$ cat config.mk
export PLATFORM = sky130hd
export DESIGN_NAME = multicycle_controller_flat
export DESIGN_NICKNAME = d
export VERILOG_FILES = /design/src/rtl/multicycle_controller_if.sv /design/src/rtl/multicycle_controller.sv /design/src/flat_wrapper.sv
export SDC_FILE = /design/constraint.sdc
export NUM_CORES = 1
export LEC_CHECK = 0
export CORE_MARGIN = 2
export CORE_UTILIZATION = 50
export CTS_BUF_LIST = sky130_fd_sc_hd__clkbuf_16
export CTS_CLUSTER_DIAMETER = 150
export DETAILED_ROUTE_END_ITERATION = 12
export PLACE_DENSITY = 0.82
export REMOVE_ABC_BUFFERS = 1
export SYNTH_ARGS = -nofsm -noshare
export SYNTH_HDL_FRONTEND = slang
export SYNTH_SLANG_ARGS = --single-unit
$ cat constraint.sdc
create_clock -name clk -period 3.4 [get_ports clk]
set_input_delay 0.34 -clock clk [delete_from_list [all_inputs] [get_ports clk]]
set_output_delay 0.34 -clock clk [all_outputs]
set_load 0.05 [all_outputs]
$ cat src/rtl/multicycle_controller_if.sv
// Control bus between the multicycle MIPS controller and its datapath.
// The controller is the master: it samples opcode/func and drives every strobe.
interface multicycle_controller_if;
  logic [5:0] opcode;
  logic [5:0] func;
  logic [2:0] AluOperation;
  logic [1:0] PCSrc;
  logic [1:0] AluSrcB;
  logic       AluSrcA;
  logic       IorD;
  logic       MemRead;
  logic       MemWrite;
  logic       IRWrite;
  logic       RegDst;
  logic       MemToReg;
  logic       RegWrite;
  logic       link;
  logic       PCWrite;
  logic       PCWriteCond;
  logic       branch;

  modport master (
    input  opcode, func,
    output AluOperation, PCSrc, AluSrcB, AluSrcA, IorD, MemRead, MemWrite,
           IRWrite, RegDst, MemToReg, RegWrite, link, PCWrite, PCWriteCond, branch
  );

  modport slave (
    output opcode, func,
    input  AluOperation, PCSrc, AluSrcB, AluSrcA, IorD, MemRead, MemWrite,
           IRWrite, RegDst, MemToReg, RegWrite, link, PCWrite, PCWriteCond, branch
  );
endinterface

$ cat src/rtl/multicycle_controller.sv
// Moore control FSM for the multicycle MIPS core: one state per clock,
// 2-5 cycles per instruction, outputs registered alongside the state.
module multicycle_controller (
  input  logic                    clk,
  input  logic                    rst,
  multicycle_controller_if.master bus
);
  typedef enum logic [3:0] {
    FETCH = 4'd0, DECODE = 4'd1, MEM_ADR = 4'd2, MEM_READ = 4'd3,
    MEM_WB = 4'd4, MEM_WRITE = 4'd5, R_EXEC = 4'd6, R_WB = 4'd7,
    I_EXEC = 4'd8, I_WB = 4'd9, BRANCH = 4'd10, JUMP = 4'd11,
    JAL = 4'd12, JR = 4'd13
  } state_t;

  typedef struct packed {
    logic [2:0] aluOp;
    logic [1:0] pcSrc;
    logic [1:0] srcB;
    logic       srcA;
    logic       iorD;
    logic       memRead;
    logic       memWrite;
    logic       irWrite;
    logic       regDst;
    logic       memToReg;
    logic       regWrite;
    logic       link;
    logic       pcWrite;
    logic       pcWriteCond;
    logic       branch;
  } ctrl_t;

  localparam logic [5:0] OP_RTYPE = 6'b000000, OP_J = 6'b000010, OP_JAL = 6'b000011,
                         OP_BEQ = 6'b000100, OP_BNE = 6'b000101, OP_ADDI = 6'b001000,
                         OP_SLTI = 6'b001010, OP_LW = 6'b100011, OP_SW = 6'b101011;
  localparam logic [5:0] FN_JR = 6'b001000, FN_ADD = 6'b100000, FN_SUB = 6'b100010,
                         FN_AND = 6'b100100, FN_OR = 6'b100101, FN_SLT = 6'b101010;
  localparam logic [2:0] ALU_ADD = 3'b010, ALU_SUB = 3'b110, ALU_AND = 3'b000,
                         ALU_OR = 3'b001, ALU_SLT = 3'b111;

  state_t state;
  ctrl_t  ctrlQ;
  ctrl_t  ctrlOut;

  function automatic state_t nextOf(state_t s, logic [5:0] op, logic [5:0] fn);
    case (s)
      FETCH:    nextOf = DECODE;
      DECODE: begin
        case (op)
          OP_LW, OP_SW:     nextOf = MEM_ADR;
          OP_RTYPE:         nextOf = (fn == FN_JR) ? JR : R_EXEC;
          OP_BEQ, OP_BNE:   nextOf = BRANCH;
          OP_J:             nextOf = JUMP;
          OP_JAL:           nextOf = JAL;
          OP_ADDI, OP_SLTI: nextOf = I_EXEC;
          default:          nextOf = FETCH;
        endcase
      end
      MEM_ADR:  nextOf = (op == OP_SW) ? MEM_WRITE : MEM_READ;
      MEM_READ: nextOf = MEM_WB;
      R_EXEC:   nextOf = R_WB;
      I_EXEC:   nextOf = I_WB;
      default:  nextOf = FETCH;
    endcase
  endfunction

  // Strobes for the state being entered; the datapath sees them during that state.
  function automatic ctrl_t ctrlOf(state_t s, logic [5:0] op, logic [5:0] fn);
    ctrl_t c;
    c       = '0;
    c.aluOp = ALU_ADD;
    case (s)
      FETCH:     begin c.memRead = 1'b1; c.irWrite = 1'b1; c.srcB = 2'b01; c.pcWrite = 1'b1; end
      DECODE:    c.srcB = 2'b11;
      MEM_ADR:   begin c.srcA = 1'b1; c.srcB = 2'b10; end
      MEM_READ:  begin c.iorD = 1'b1; c.memRead = 1'b1; end
      MEM_WB:    begin c.memToReg = 1'b1; c.regWrite = 1'b1; end
      MEM_WRITE: begin c.iorD = 1'b1; c.memWrite = 1'b1; end
      R_EXEC: begin
        c.srcA = 1'b1;
        case (fn)
          FN_SUB:  c.aluOp = ALU_SUB;
          FN_AND:  c.aluOp = ALU_AND;
          FN_OR:   c.aluOp = ALU_OR;
          FN_SLT:  c.aluOp = ALU_SLT;
          default: c.aluOp = ALU_ADD;
        endcase
      end
      R_WB:      begin c.regDst = 1'b1; c.regWrite = 1'b1; end
      I_EXEC: begin
        c.srcA  = 1'b1;
        c.srcB  = 2'b10;
        c.aluOp = (op == OP_SLTI) ? ALU_SLT : ALU_ADD;
      end
      I_WB:      c.regWrite = 1'b1;
      BRANCH: begin
        c.srcA        = 1'b1;
        c.aluOp       = ALU_SUB;
        c.pcWriteCond = 1'b1;
        c.pcSrc       = 2'b01;
        c.branch      = (op == OP_BEQ);
      end
      JUMP:      begin c.pcSrc = 2'b10; c.pcWrite = 1'b1; end
      JAL:       begin c.pcSrc = 2'b10; c.pcWrite = 1'b1; c.link = 1'b1; c.regWrite = 1'b1; end
      JR:        begin c.pcSrc = 2'b11; c.pcWrite = 1'b1; end
      default:   c = '0;
    endcase
    return c;
  endfunction

  always_ff @(posedge clk) begin
    if (rst) begin
      state <= FETCH;
      ctrlQ <= ctrlOf(FETCH, bus.opcode, bus.func);
    end else begin
      state <= nextOf(state, bus.opcode, bus.func);
      ctrlQ <= ctrlOf(nextOf(state, bus.opcode, bus.func), bus.opcode, bus.func);
    end
  end

  // Reset blanks the strobes immediately, so an aborted instruction commits nothing more.
  assign ctrlOut = rst ? '0 : ctrlQ;

  assign bus.AluOperation = ctrlOut.aluOp;
  assign bus.PCSrc        = ctrlOut.pcSrc;
  assign bus.AluSrcB      = ctrlOut.srcB;
  assign bus.AluSrcA      = ctrlOut.srcA;
  assign bus.IorD         = ctrlOut.iorD;
  assign bus.MemRead      = ctrlOut.memRead;
  assign bus.MemWrite     = ctrlOut.memWrite;
  assign bus.IRWrite      = ctrlOut.irWrite;
  assign bus.RegDst       = ctrlOut.regDst;
  assign bus.MemToReg     = ctrlOut.memToReg;
  assign bus.RegWrite     = ctrlOut.regWrite;
  assign bus.link         = ctrlOut.link;
  assign bus.PCWrite      = ctrlOut.pcWrite;
  assign bus.PCWriteCond  = ctrlOut.pcWriteCond;
  assign bus.branch       = ctrlOut.branch;
endmodule

$ cat src/flat_wrapper.sv
// flat-port wrapper written by rule: the top's interface ports become plain ports
module multicycle_controller_flat 
  (clk, rst, bus_opcode, bus_func, bus_AluOperation, bus_PCSrc, bus_AluSrcB, bus_AluSrcA, bus_IorD, bus_MemRead, bus_MemWrite, bus_IRWrite, bus_RegDst, bus_MemToReg, bus_RegWrite, bus_link, bus_PCWrite, bus_PCWriteCond, bus_branch);
  multicycle_controller_if bus_i ();
  input  logic clk;
  input  logic rst;
  input wire logic [$bits(bus_i.opcode)-1:0] bus_opcode;
  input wire logic [$bits(bus_i.func)-1:0] bus_func;
  output wire logic [$bits(bus_i.AluOperation)-1:0] bus_AluOperation;
  output wire logic [$bits(bus_i.PCSrc)-1:0] bus_PCSrc;
  output wire logic [$bits(bus_i.AluSrcB)-1:0] bus_AluSrcB;
  output wire logic [$bits(bus_i.AluSrcA)-1:0] bus_AluSrcA;
  output wire logic [$bits(bus_i.IorD)-1:0] bus_IorD;
  output wire logic [$bits(bus_i.MemRead)-1:0] bus_MemRead;
  output wire logic [$bits(bus_i.MemWrite)-1:0] bus_MemWrite;
  output wire logic [$bits(bus_i.IRWrite)-1:0] bus_IRWrite;
  output wire logic [$bits(bus_i.RegDst)-1:0] bus_RegDst;
  output wire logic [$bits(bus_i.MemToReg)-1:0] bus_MemToReg;
  output wire logic [$bits(bus_i.RegWrite)-1:0] bus_RegWrite;
  output wire logic [$bits(bus_i.link)-1:0] bus_link;
  output wire logic [$bits(bus_i.PCWrite)-1:0] bus_PCWrite;
  output wire logic [$bits(bus_i.PCWriteCond)-1:0] bus_PCWriteCond;
  output wire logic [$bits(bus_i.branch)-1:0] bus_branch;
  assign bus_i.opcode = bus_opcode;
  assign bus_i.func = bus_func;
  assign bus_AluOperation = bus_i.AluOperation;
  assign bus_PCSrc = bus_i.PCSrc;
  assign bus_AluSrcB = bus_i.AluSrcB;
  assign bus_AluSrcA = bus_i.AluSrcA;
  assign bus_IorD = bus_i.IorD;
  assign bus_MemRead = bus_i.MemRead;
  assign bus_MemWrite = bus_i.MemWrite;
  assign bus_IRWrite = bus_i.IRWrite;
  assign bus_RegDst = bus_i.RegDst;
  assign bus_MemToReg = bus_i.MemToReg;
  assign bus_RegWrite = bus_i.RegWrite;
  assign bus_link = bus_i.link;
  assign bus_PCWrite = bus_i.PCWrite;
  assign bus_PCWriteCond = bus_i.PCWriteCond;
  assign bus_branch = bus_i.branch;
  multicycle_controller u_core (.clk(clk), .rst(rst), .bus(bus_i));
endmodule
==> flow_metrics.tcl <==
set metrics [dict create \
    status "complete, no violations" \
    r2r_slack_ps 680 \
    grt_usage 0.207 \
    grt_max_degree 21 \
    hold_buffers 0 \
    fp-row-count 18 \
    drt-met1-wl_um 1220 \
    swShare 0.241 \
    core_area_um2 2450 \
    post_route_cells_drive_above_1_share 0.0694 \
    wl_met3_um 108 \
    clk_pin_slew_worst_paths_ps 60 \
    num-fill-cells 213 \
    yosysUniqueCellTypes 46 \
    yosysWarnings 0 \
    yosys.area_share.simple 0.383 \
    crit_fanout 15 \
    synth_xor_area_frac 0.0205 \
    vdd_drop_max_v 0.000286 \
    synth_fa_ha_area_frac 0 \
    setup_tns_ps 0 \
    fin_nets 188 \
    h-tree-depth 1 \
    cap_viol_max_count 0 \
    grt_pass1_vias 1029 \
    io_pins 33 \
    timing.final.crit_share 0.831 \
    power_frac_comb 0.168 \
    clockBufferDepth 2 \
    dpl.hpwl_um 2020 \
    top_layer "met4" \
    fp.dieW_um 54.6 \
    avgSynthCellArea_um2 8.71 \
    drt-pass1-iter-count 4 \
    cts_tree "done" \
    drc 0 \
    min_path_type "reg -> reg" \
    synth-compound-area-share 0.180 \
    hold_viol 0 \
    switching_power_uw 152 \
    cp-start-kind "primary input" \
    die_y_um 54.6 \
    hold_ws_ps 652 \
    wl_per_cell_um 13.6 \
    min_period_ps 2820 \
    cp_data_arrival_time_ps 2960 \
    synth_top_family_by_area "simple AND/OR/NAND/NOR gates" \
    fmax_mhz 354 \
    diodes 0 \
    worstPathRequired_ps 3540 \
    numCtsBuffers 3 \
    tightest_slew_ps 1020 \
    dpl_cell_area_um2 1580 \
    drt.antenna.violating_nets 0 \
    cts_root_buf "clkbuf_16" \
    grt_pass1_wl_um 4490 \
    io_buffers 32 \
    cts_resized 0 \
    wirelength_um 2770 \
    relSlewSlack 0.318 \
    start_util 0.521 \
    worstRegToRegCells 6 \
    p_seq_frac 0.444 \
    syn-instance-count 147 \
    finalClockSkew_ps 4.60 \
    grt_setup_unrepaired "false" \
    syn_to_final_growth_pct 29.9 \
    final_util 0.677 \
    via_per_inst 5.76 \
    seq_area_frac_synth 0.360 \
    holdPathStages 3 \
    overflow 0 \
    gp_congestion 0.858 \
    ys_ff_latch 23 \
    numClockSinks 23 \
    crit_type "in -> reg" \
    clockPowerShare 0.388 \
    dr.first_iter.drc_count 30 \
    final-max-slew-violation-count 0 \
    vias 1170 \
    die_area_um2 2980 \
    clk_latency_ps 250 \
    power_density_nw_per_um2 378 \
    synthesis.area_um2 1280 \
    setup-violations-final 0 \
    endpoint_kind "register" \
    wl_met2_um 1390 \
    p_int_uw 477 \
    synth_mux_area_frac 0 \
    design_area_um2 1660 \
    antenna_found_initial 0 \
    p_leak_nw 0.596 \
    cts_setup_buffers 0 \
]
-- sequential cells by signal, indices dropped and copies added (netlist names) --
name and count:
u_core.ctrlQ 19, u_core.state 4
-- power groups by stage --
stage / Sequential (mW) / Clock (mW) / Combinational [mW]
4_1_cts: 0.279 / 0.244 / 0.105
2_1_floorplan: 0.284 / 0 / 0.0574
3_5_place_dp: 0.285 / 0 / 0.105
5_1_grt: 0.280 / 0.254 / 0.115
6_report: 0.279 / 0.244 / 0.105
3_3_place_gp: 0.285 / 0 / 0.102
-- kinds of logic after synthesis --
kind of cell | Yosys count
AND/OR/NAND/NOR | 79
XOR/XNOR | 3
AO/OA/AOI/OAI | 28
flip-flops | 23
buffers and inverters | 14
-- cell usage after synthesis, drive strengths merged --
master | number | share of area
a21oi | 1 | 0.0039
xnor2 | 3 | 0.021
a22o | 1 | 0.0068
o21a | 2 | 0.012
a22oi | 1 | 0.0098
nand2 | 4 | 0.012
or2b | 1 | 0.0059
and3 | 1 | 0.0049
o41a | 1 | 0.0088
dfxtp | 23 | 0.36
o32ai | 1 | 0.0068
a21boi | 2 | 0.012
a311o | 2 | 0.016
nor3b | 1 | 0.0059
o22ai | 1 | 0.0049
buf | 6 | 0.033
or3 | 4 | 0.023
nor4 | 4 | 0.020
nand2b | 3 | 0.015
clkbuf | 5 | 0.015
nor4b | 3 | 0.021
inv | 3 | 0.0088
nor2 | 18 | 0.053
a31o | 1 | 0.0068
or4 | 1 | 0.0088
a2bb2oi | 1 | 0.0068
o41ai | 4 | 0.033
or4b | 2 | 0.019
nand3 | 2 | 0.0078
a21o | 1 | 0.0059
a211oi | 3 | 0.018
nor3 | 5 | 0.023
a31oi | 2 | 0.0098
o21ai | 2 | 0.0078
nand3b | 2 | 0.012
nor4bb | 1 | 0.0078
nor2b | 23 | 0.11
and4b | 4 | 0.031
o31ai | 2 | 0.012
-- routing by layer --
layer,GRT usage,vias up
met4,0.100,0
met1,0.269,541
met5,0,-
met2,0.347,40
met3,0.0109,4
li1,-,585
-- stage by stage --
stage                     setup slack (ps)  power, mW  std cells
after floorplan                       1100      0.341        136
after global placement                 533      0.387        199
after detailed placement               394      0.390        199
after CTS                              614      0.628        203
after global routing                   307      0.649        203
final                                  575      0.628        203
-- worst paths after layout --
path,end,startpoint
setup reg to reg,u_core.ctrlQ[12],u_core.state[0]
setup / recovery,u_core.ctrlQ[12],bus_opcode[2]
hold reg to reg,u_core.ctrlQ[13],u_core.state[3]
hold / removal,u_core.ctrlQ[13],u_core.state[3]
-- area by class of cell --
type	instances	area (um2)	area share
Clock inverter	1	3.75	0.00226
Inverter	3	11.3	0.00677
Tap cell	30	37.5	0.0226
Multi-Input combinational cell	110	747	0.449
Sequential cell	23	460	0.277
Timing Repair Buffer	33	328	0.197
Clock buffer	3	75.1	0.0451
-- placed cells by master (no fill, tap or decap), types with 3 or more instances in the layout --
cell / count
a211oi_1: 3
and4b_1: 4
clkbuf_16: 3
clkdlybuf4s50_1: 32
dfxtp_1: 23
inv_1: 4
nand2_1: 4
nand2b_1: 3
nor2_1: 18
nor2b_1: 22
nor3_1: 4
nor4_1: 4
nor4b_1: 3
o41ai_1: 3
or3_1: 3
xnor2_1: 3
-- worst max-delay path, stage by stage --
cell	delay (ps)
clkdlybuf4s50_1	690
nor4b_1	370
o31ai_1	200
o22ai_1	820
nor2b_2	140
a311o_1	400
(Power assumes the default switching activity.)
